===== src/rtl/regbank_access_ctrl_pkg.sv =====
// Shared definitions for the register-bank access controller and the UART
// debug unit that consumes its dump channel.
//   - dump_state_t : 3-bit encoded dump sequencer states
//   - DBG_BANK_SIZE / DBG_DATA_W : default bank geometry seen by the debug channel
//   - idx_width()  : register index width for a given bank size
package regbank_access_ctrl_pkg;

  typedef enum logic [2:0] {
    ST_IDLE      = 3'd0,
    ST_WAIT_HALT = 3'd1,
    ST_READ      = 3'd2,
    ST_HOLD      = 3'd3,
    ST_DONE      = 3'd4
  } dump_state_t;

  localparam int DBG_BANK_SIZE = 32;
  localparam int DBG_DATA_W    = 32;

  // A one-entry bank still needs a 1-bit index port.
  function automatic int idx_width(input int n);
    return (n > 1) ? $clog2(n) : 1;
  endfunction

endpackage


===== src/rtl/regbank_access_ctrl.sv =====
// Arbitration and sequencing controller placed in front of registers_bank.
// Normal operation: pipeline read port 1 and write port pass straight through.
// Dump: on i_dbg_dump_start the pipeline is asked to halt, then every register
// is streamed out one beat at a time over a valid/ready channel.
// While halted and idle, single debug writes may use the bank write port.
//
// Ports:
//   i_clk, i_reset                      clock, asynchronous active-high reset
//   i_pipe_read_register_1              pipeline read index A
//   i_pipe_write_enable/_register/_data pipeline write-back request
//   i_pipe_halted                       pipeline drained and frozen
//   o_halt_request                      halt request to the pipeline
//   o_read_register_1, i_read_data_1    bank read port A (asynchronous read)
//   o_write_enable/_register/_data      bank write port
//   i_dbg_dump_start                    one-cycle dump request
//   o_dbg_data/_index/_valid/_last      dump beat, i_dbg_ready accepts it
//   o_dbg_done                          one-cycle pulse at end of dump
//   i_dbg_write_valid/_register/_data   debug write request
//   o_dbg_write_ready                   debug write accepted this cycle
module regbank_access_ctrl
  import regbank_access_ctrl_pkg::*;
#(
  parameter int REGISTERS_BANK_SIZE = DBG_BANK_SIZE,
  parameter int REGISTERS_SIZE      = DBG_DATA_W,
  localparam int IDX_W              = idx_width(REGISTERS_BANK_SIZE)
) (
  input  logic                      i_clk,
  input  logic                      i_reset,
  input  logic [IDX_W-1:0]          i_pipe_read_register_1,
  input  logic                      i_pipe_write_enable,
  input  logic [IDX_W-1:0]          i_pipe_write_register,
  input  logic [REGISTERS_SIZE-1:0] i_pipe_write_data,
  input  logic                      i_pipe_halted,
  output logic                      o_halt_request,
  output logic [IDX_W-1:0]          o_read_register_1,
  input  logic [REGISTERS_SIZE-1:0] i_read_data_1,
  output logic                      o_write_enable,
  output logic [IDX_W-1:0]          o_write_register,
  output logic [REGISTERS_SIZE-1:0] o_write_data,
  input  logic                      i_dbg_dump_start,
  output logic [REGISTERS_SIZE-1:0] o_dbg_data,
  output logic [IDX_W-1:0]          o_dbg_index,
  output logic                      o_dbg_valid,
  output logic                      o_dbg_last,
  input  logic                      i_dbg_ready,
  output logic                      o_dbg_done,
  input  logic                      i_dbg_write_valid,
  input  logic [IDX_W-1:0]          i_dbg_write_register,
  input  logic [REGISTERS_SIZE-1:0] i_dbg_write_data,
  output logic                      o_dbg_write_ready
);

  localparam logic [IDX_W-1:0] LAST_IDX = IDX_W'(REGISTERS_BANK_SIZE - 1);

  dump_state_t               state_p0;
  dump_state_t               state_nxt;
  logic [IDX_W-1:0]          index_p0;
  logic [IDX_W-1:0]          index_nxt;
  logic [REGISTERS_SIZE-1:0] dump_data_p1;
  logic [IDX_W-1:0]          dump_index_p1;
  logic                      dbg_write_ready;

  // Stage p0: sequencer state and read index
  // Stage p1: captured beat, held stable for the consumer while in HOLD
  always_ff @(posedge i_clk or posedge i_reset) begin
    if (i_reset) begin
      state_p0      <= ST_IDLE;
      index_p0      <= '0;
      dump_data_p1  <= '0;
      dump_index_p1 <= '0;
    end else begin
      state_p0 <= state_nxt;
      index_p0 <= index_nxt;
      if (state_p0 == ST_READ) begin
        dump_data_p1  <= i_read_data_1;
        dump_index_p1 <= index_p0;
      end
    end
  end

  always_comb begin
    state_nxt      = state_p0;
    index_nxt      = index_p0;
    o_halt_request = 1'b0;
    o_dbg_valid    = 1'b0;
    o_dbg_last     = 1'b0;
    o_dbg_done     = 1'b0;
    case (state_p0)
      ST_IDLE: begin
        if (i_dbg_dump_start) state_nxt = ST_WAIT_HALT;
      end
      ST_WAIT_HALT: begin
        o_halt_request = 1'b1;
        if (i_pipe_halted) begin
          state_nxt = ST_READ;
          index_nxt = '0;
        end
      end
      ST_READ: begin
        o_halt_request = 1'b1;
        state_nxt      = ST_HOLD;
      end
      ST_HOLD: begin
        o_halt_request = 1'b1;
        o_dbg_valid    = 1'b1;
        o_dbg_last     = (dump_index_p1 == LAST_IDX);
        if (i_dbg_ready) begin
          // The last index leads to DONE, so the increment never wraps.
          if (dump_index_p1 == LAST_IDX) begin
            state_nxt = ST_DONE;
          end else begin
            index_nxt = index_p0 + 1'b1;
            state_nxt = ST_READ;
          end
        end
      end
      ST_DONE: begin
        o_dbg_done = 1'b1;
        state_nxt  = ST_IDLE;
      end
      default: state_nxt = ST_IDLE;
    endcase
  end

  assign o_dbg_data  = dump_data_p1;
  assign o_dbg_index = dump_index_p1;

  // Read port A belongs to the sequencer only while it is fetching a beat.
  assign o_read_register_1 = (state_p0 == ST_READ) ? index_p0 : i_pipe_read_register_1;

  // Debug writes only land while the pipeline is frozen and no dump is in
  // progress, so a dump is always a consistent snapshot.
  assign dbg_write_ready   = i_dbg_write_valid & i_pipe_halted & ~i_pipe_write_enable
                             & (state_p0 == ST_IDLE);
  assign o_dbg_write_ready = dbg_write_ready;

  // Pipeline write-back always wins; index 0 is forwarded untouched since the
  // bank itself protects register 0.
  always_comb begin
    o_write_enable   = i_pipe_write_enable;
    o_write_register = i_pipe_write_register;
    o_write_data     = i_pipe_write_data;
    if (!i_pipe_write_enable && dbg_write_ready) begin
      o_write_enable   = 1'b1;
      o_write_register = i_dbg_write_register;
      o_write_data     = i_dbg_write_data;
    end
  end

endmodule


===== config.mk =====
export PLATFORM = sky130hd
export DESIGN_NAME = regbank_access_ctrl
export DESIGN_NICKNAME = d
export VERILOG_FILES = /design/src/rtl/regbank_access_ctrl_pkg.sv /design/src/rtl/regbank_access_ctrl.sv
export SDC_FILE = /design/constraint.sdc
export NUM_CORES = 1
export LEC_CHECK = 0
export ABC_AREA = 0
export BUFFER_PORTS_ARGS = -buffer_cell sky130_fd_sc_hd__clkbuf_2
export CAP_MARGIN = 20
export CELL_PAD_IN_SITES_DETAIL_PLACEMENT = 0
export CELL_PAD_IN_SITES_GLOBAL_PLACEMENT = 1
export CORE_UTILIZATION = 27
export DETAILED_ROUTE_END_ITERATION = 10
export GPL_TIMING_DRIVEN = 1
export PLACE_DENSITY_LB_ADDON = 0.1
export RECOVER_POWER = 50
export SLEW_MARGIN = 20
export SYNTH_ARGS = -nofsm -noshare
export SYNTH_HDL_FRONTEND = slang
export SYNTH_SLANG_ARGS = --single-unit

===== constraint.sdc =====
create_clock -name i_clk -period 2.01 [get_ports i_clk]
set_input_delay 0.402 -clock i_clk [delete_from_list [all_inputs] [get_ports i_clk]]
set_output_delay 0.402 -clock i_clk [all_outputs]
set_load 0.005 [all_outputs]

==> results by group <==
Timing
  – Final Setup Violations: 13
  – Clock skew: between 0.006 and 0.007 ns
  – Fmax: 0.490 GHz
  – RSZ-0062 raised after global routing: yes
  – Max_slew headroom: 50.5%
  – Tmin final: 2.04 ns
  – Final hold vios: 0
  – Worst Tran Pin Value: 0.741 ns
  – Final period utilization: 102%
  – Final WS setup: -0.0322 ns
  – Slew Limit Fails: 0

Routing
  – Post-DR wirelength/cell: approximately 14 µm
  – DRT iter0 DRCs: 51
  – Vias per std cell: 4.31
  – Vias: ~2,500
  – Post-Route WL: 7.95 mm
  – First drt pass iteration count: 7
  – Routed Antenna Nets: 0
  – # DRC: 18

Floorplanning
  – Die Ht: roughly 98 µm
  – Initial Util: 28.4%
  – DIE WIDTH: 98.4 µm
  – Core area: 8850 µm²
  – Die area: 9680 µm²
  – Row cnt: 34
  – Ports: 203

Worst setup path
  – CP endpoint kind: output pin
  – Worst setup SP type: flop
  – Worst r2r src: state_p0[1]
  – Reg2Reg Capture Point: index_p0[3]
  – Crit path max fanout: 39
  – Crit-path cells: nor2_4 > nand4_4 > buf_12 > mux2_4 > clkbuf_2
  – R2R depth: 7
  – Critical path arrival: approximately 1.6 ns
  – Critical path type: flop to output pin
  – R2r setup slk: around 0.36 ns
  – Slowest cell on crit path: dfrtp_2
  – Worst Setup SP: state_p0[2]
  – Top delay family on crit path: flip-flops
  – Stages on worst setup path: 5
  – Required @ worst endpoint: 1.61 ns
  – Slowest stage delay, CP: 0.46 ns
  – Setup crit end: o_write_register[3]
  – Buf+Inv Stages, Crit Path: 2

Job
  – Max_cap viols: 0

Logic synthesis
  – #FFs+latches synth: 45
  – Synth unique cells: 31
  – Commonest register cell after synthesis: dfrtp_1
  – Syn_nets: 383
  – Yosys warns: 0
  – EDFF count, synth: 0
  – Syn Area/Cell: 9.50 µm²
  – Async set-reset flop share out of synthesis: 100%
  – Post-synthesis cell area: ~2500 µm²
  – Post-synth top area share: 44.9%
  – Post-Synthesis Cells: 264
  – Most frequent cell after synthesis: nand2_1
  – Seq/Total Area, Yosys: 44.9%
  – Cell taking the most area after synthesis: dfrtp_1
  – Top post-synthesis cells by count: 128 x nand2_1, 45 x dfrtp_1, 31 x mux2_2
  – Largest cells by area after synthesis: dfrtp_1 45%, nand2_1 19%, mux2_2 14%

Global routing
  – Pin count of the biggest net entering global routing: 40
  – Global-route wire length before repair: 12.3 mm
  – GRT Overall Usage: 16.2%
  – Grt ovf: 0
  – Vias in the first global route: approximately 2,500
  – Antenna violations before repair: 0

Power
  – Pwr Density: 1070 nW/µm²
  – VDD IR max: 0.421 mV
  – Int Power: 2.45 mW
  – Sequential share of power: 38.4%
  – Lkg Pwr: ~2.2 nW
  – Logic pwr share: 48.6%
  – Clock group share of total power: 13.0%
  – Switching share of power: 38.6%
  – Net switching power: 1.54 mW

Cells and area
  – Nets: ~600
  – Ant. Diodes: 0
  – Layout area overhead: 49.4%
  – Layout cells sized above 1: 56.5%
  – Layout Utilization: between 40% and 50%
  – Post-route cell area: 3750 µm²

Status
  – Status: complete, but fails checks
  – Failing checks: design-rule violations, negative setup slack

CTS
  – Clock root cell: clkbuf_8
  – Clock transition at the registers of the reported paths: 0.08 ns
  – H-Tree Depth: 2
  – Clk_lat worst skew: between 0.2 and 0.3 ns
  – Maximum root-to-sink buffer count: 2
  – CTS sink cnt: 45
  – CTS tree: done
  – CTS Buf Count: 5
  – CTS hold repair buffers: 0

Place
  – Post-DP Area: 3610 µm²
  – Dpl ws: 0.162 ns
  – Port Buf Inserts: 202
  – DP HPWL: 6.41 mm
  – Global placement routability congestion: 0.753

Worst hold path
  – Worst min path class: input port to asynchronous set/reset pin
## through the flow
stage          power [mW]  hold WS [ns]  instances  setup TNS, ns
2_1_floorplan        2.69         0.445        264              0
3_3_place_gp         3.42         0.427        567              0
3_5_place_dp         3.45         0.430        567              0
4_1_cts              4.01         0.102        574          -2.26
5_1_grt              4.38         0.273        582          -3.17
6_report             4.00         0.217        582         -0.214
## power groups by stage
stage	combinational [mW]	sequential [mW]	clock (mW)
CTS	1.91	1.55	0.552
detailed placement	1.89	1.55	0
global route	2.20	1.59	0.582
floorplan	1.16	1.52	0
global placement	1.87	1.55	0
finish	1.94	1.54	0.518
## state kept, by name (all words and copies together) (netlist names)
name         flops
index_p0         5
o_dbg_data      32
o_dbg_index      5
state_p0         3
## placed cells by master, fill, tap and decap left out, types with 2 or more instances in the layout
cell      count
and2_0        2
and2_1        2
buf_4        15
clkbuf_1     10
clkbuf_2    193
clkbuf_8      5
dfrtp_1      42
dfrtp_2       3
inv_1         2
mux2_2       30
mux2_4        9
nand2_1     126
nand2_2       2
nand2b_1      2
nand3_1       2
o21ai_0       6
o31ai_1       2
## worst min path at each step
stage	cells after the start	slack, ns	to
6_report	2	0.22	o_dbg_data[27]
5_1_grt	2	0.27	o_dbg_data[2]
4_1_cts	2	0.10	o_dbg_data[9]
3_5_place_dp	2	0.43	o_dbg_data[9]
3_3_place_gp	2	0.43	o_dbg_data[5]
2_1_floorplan	1	0.44	index_p0[4]
## final cells by class
cell class,count,area (µm²)
sequential,45,1130
timing repair buffer,220,1150
tap,108,135
multi-input combinational,201,1250
clock inverter,1,5.00
clock buffer,5,68.8
inverter,2,7.51
fill,895,5100
## logic make-up after synthesis
| group | Yosys count | share of synthesized area [%] |
|---|---|---|
| buffers and inverters | 18 | 5.74 |
| DFF | 45 | 44.9 |
| muxes | 39 | 18.7 |
| and+or+nand+nor | 150 | 26.9 |
| adders and majority gates | 1 | 0.499 |
| AOI/OAI and AO/OA | 11 | 3.29 |
## what timing repair did
action,in CTS,in global routing
gates resized for setup,4,5
endpoints found under the setup margin,43,43
pin swaps,0,3
setup buffers,1,8
endpoints found under the hold margin,0,0
## metal layers
metal | track usage, % | share of wire, % | vias up
li1 | - | - | 1270
met1 | 16.7 | 37 | 1123
met3 | 3.79 | 7.7 | 8
met2 | 32.0 | 54 | 110
met5 | 0 | 0 | -
met4 | 5.40 | 1.9 | 0
(Power assumes the default switching activity.)
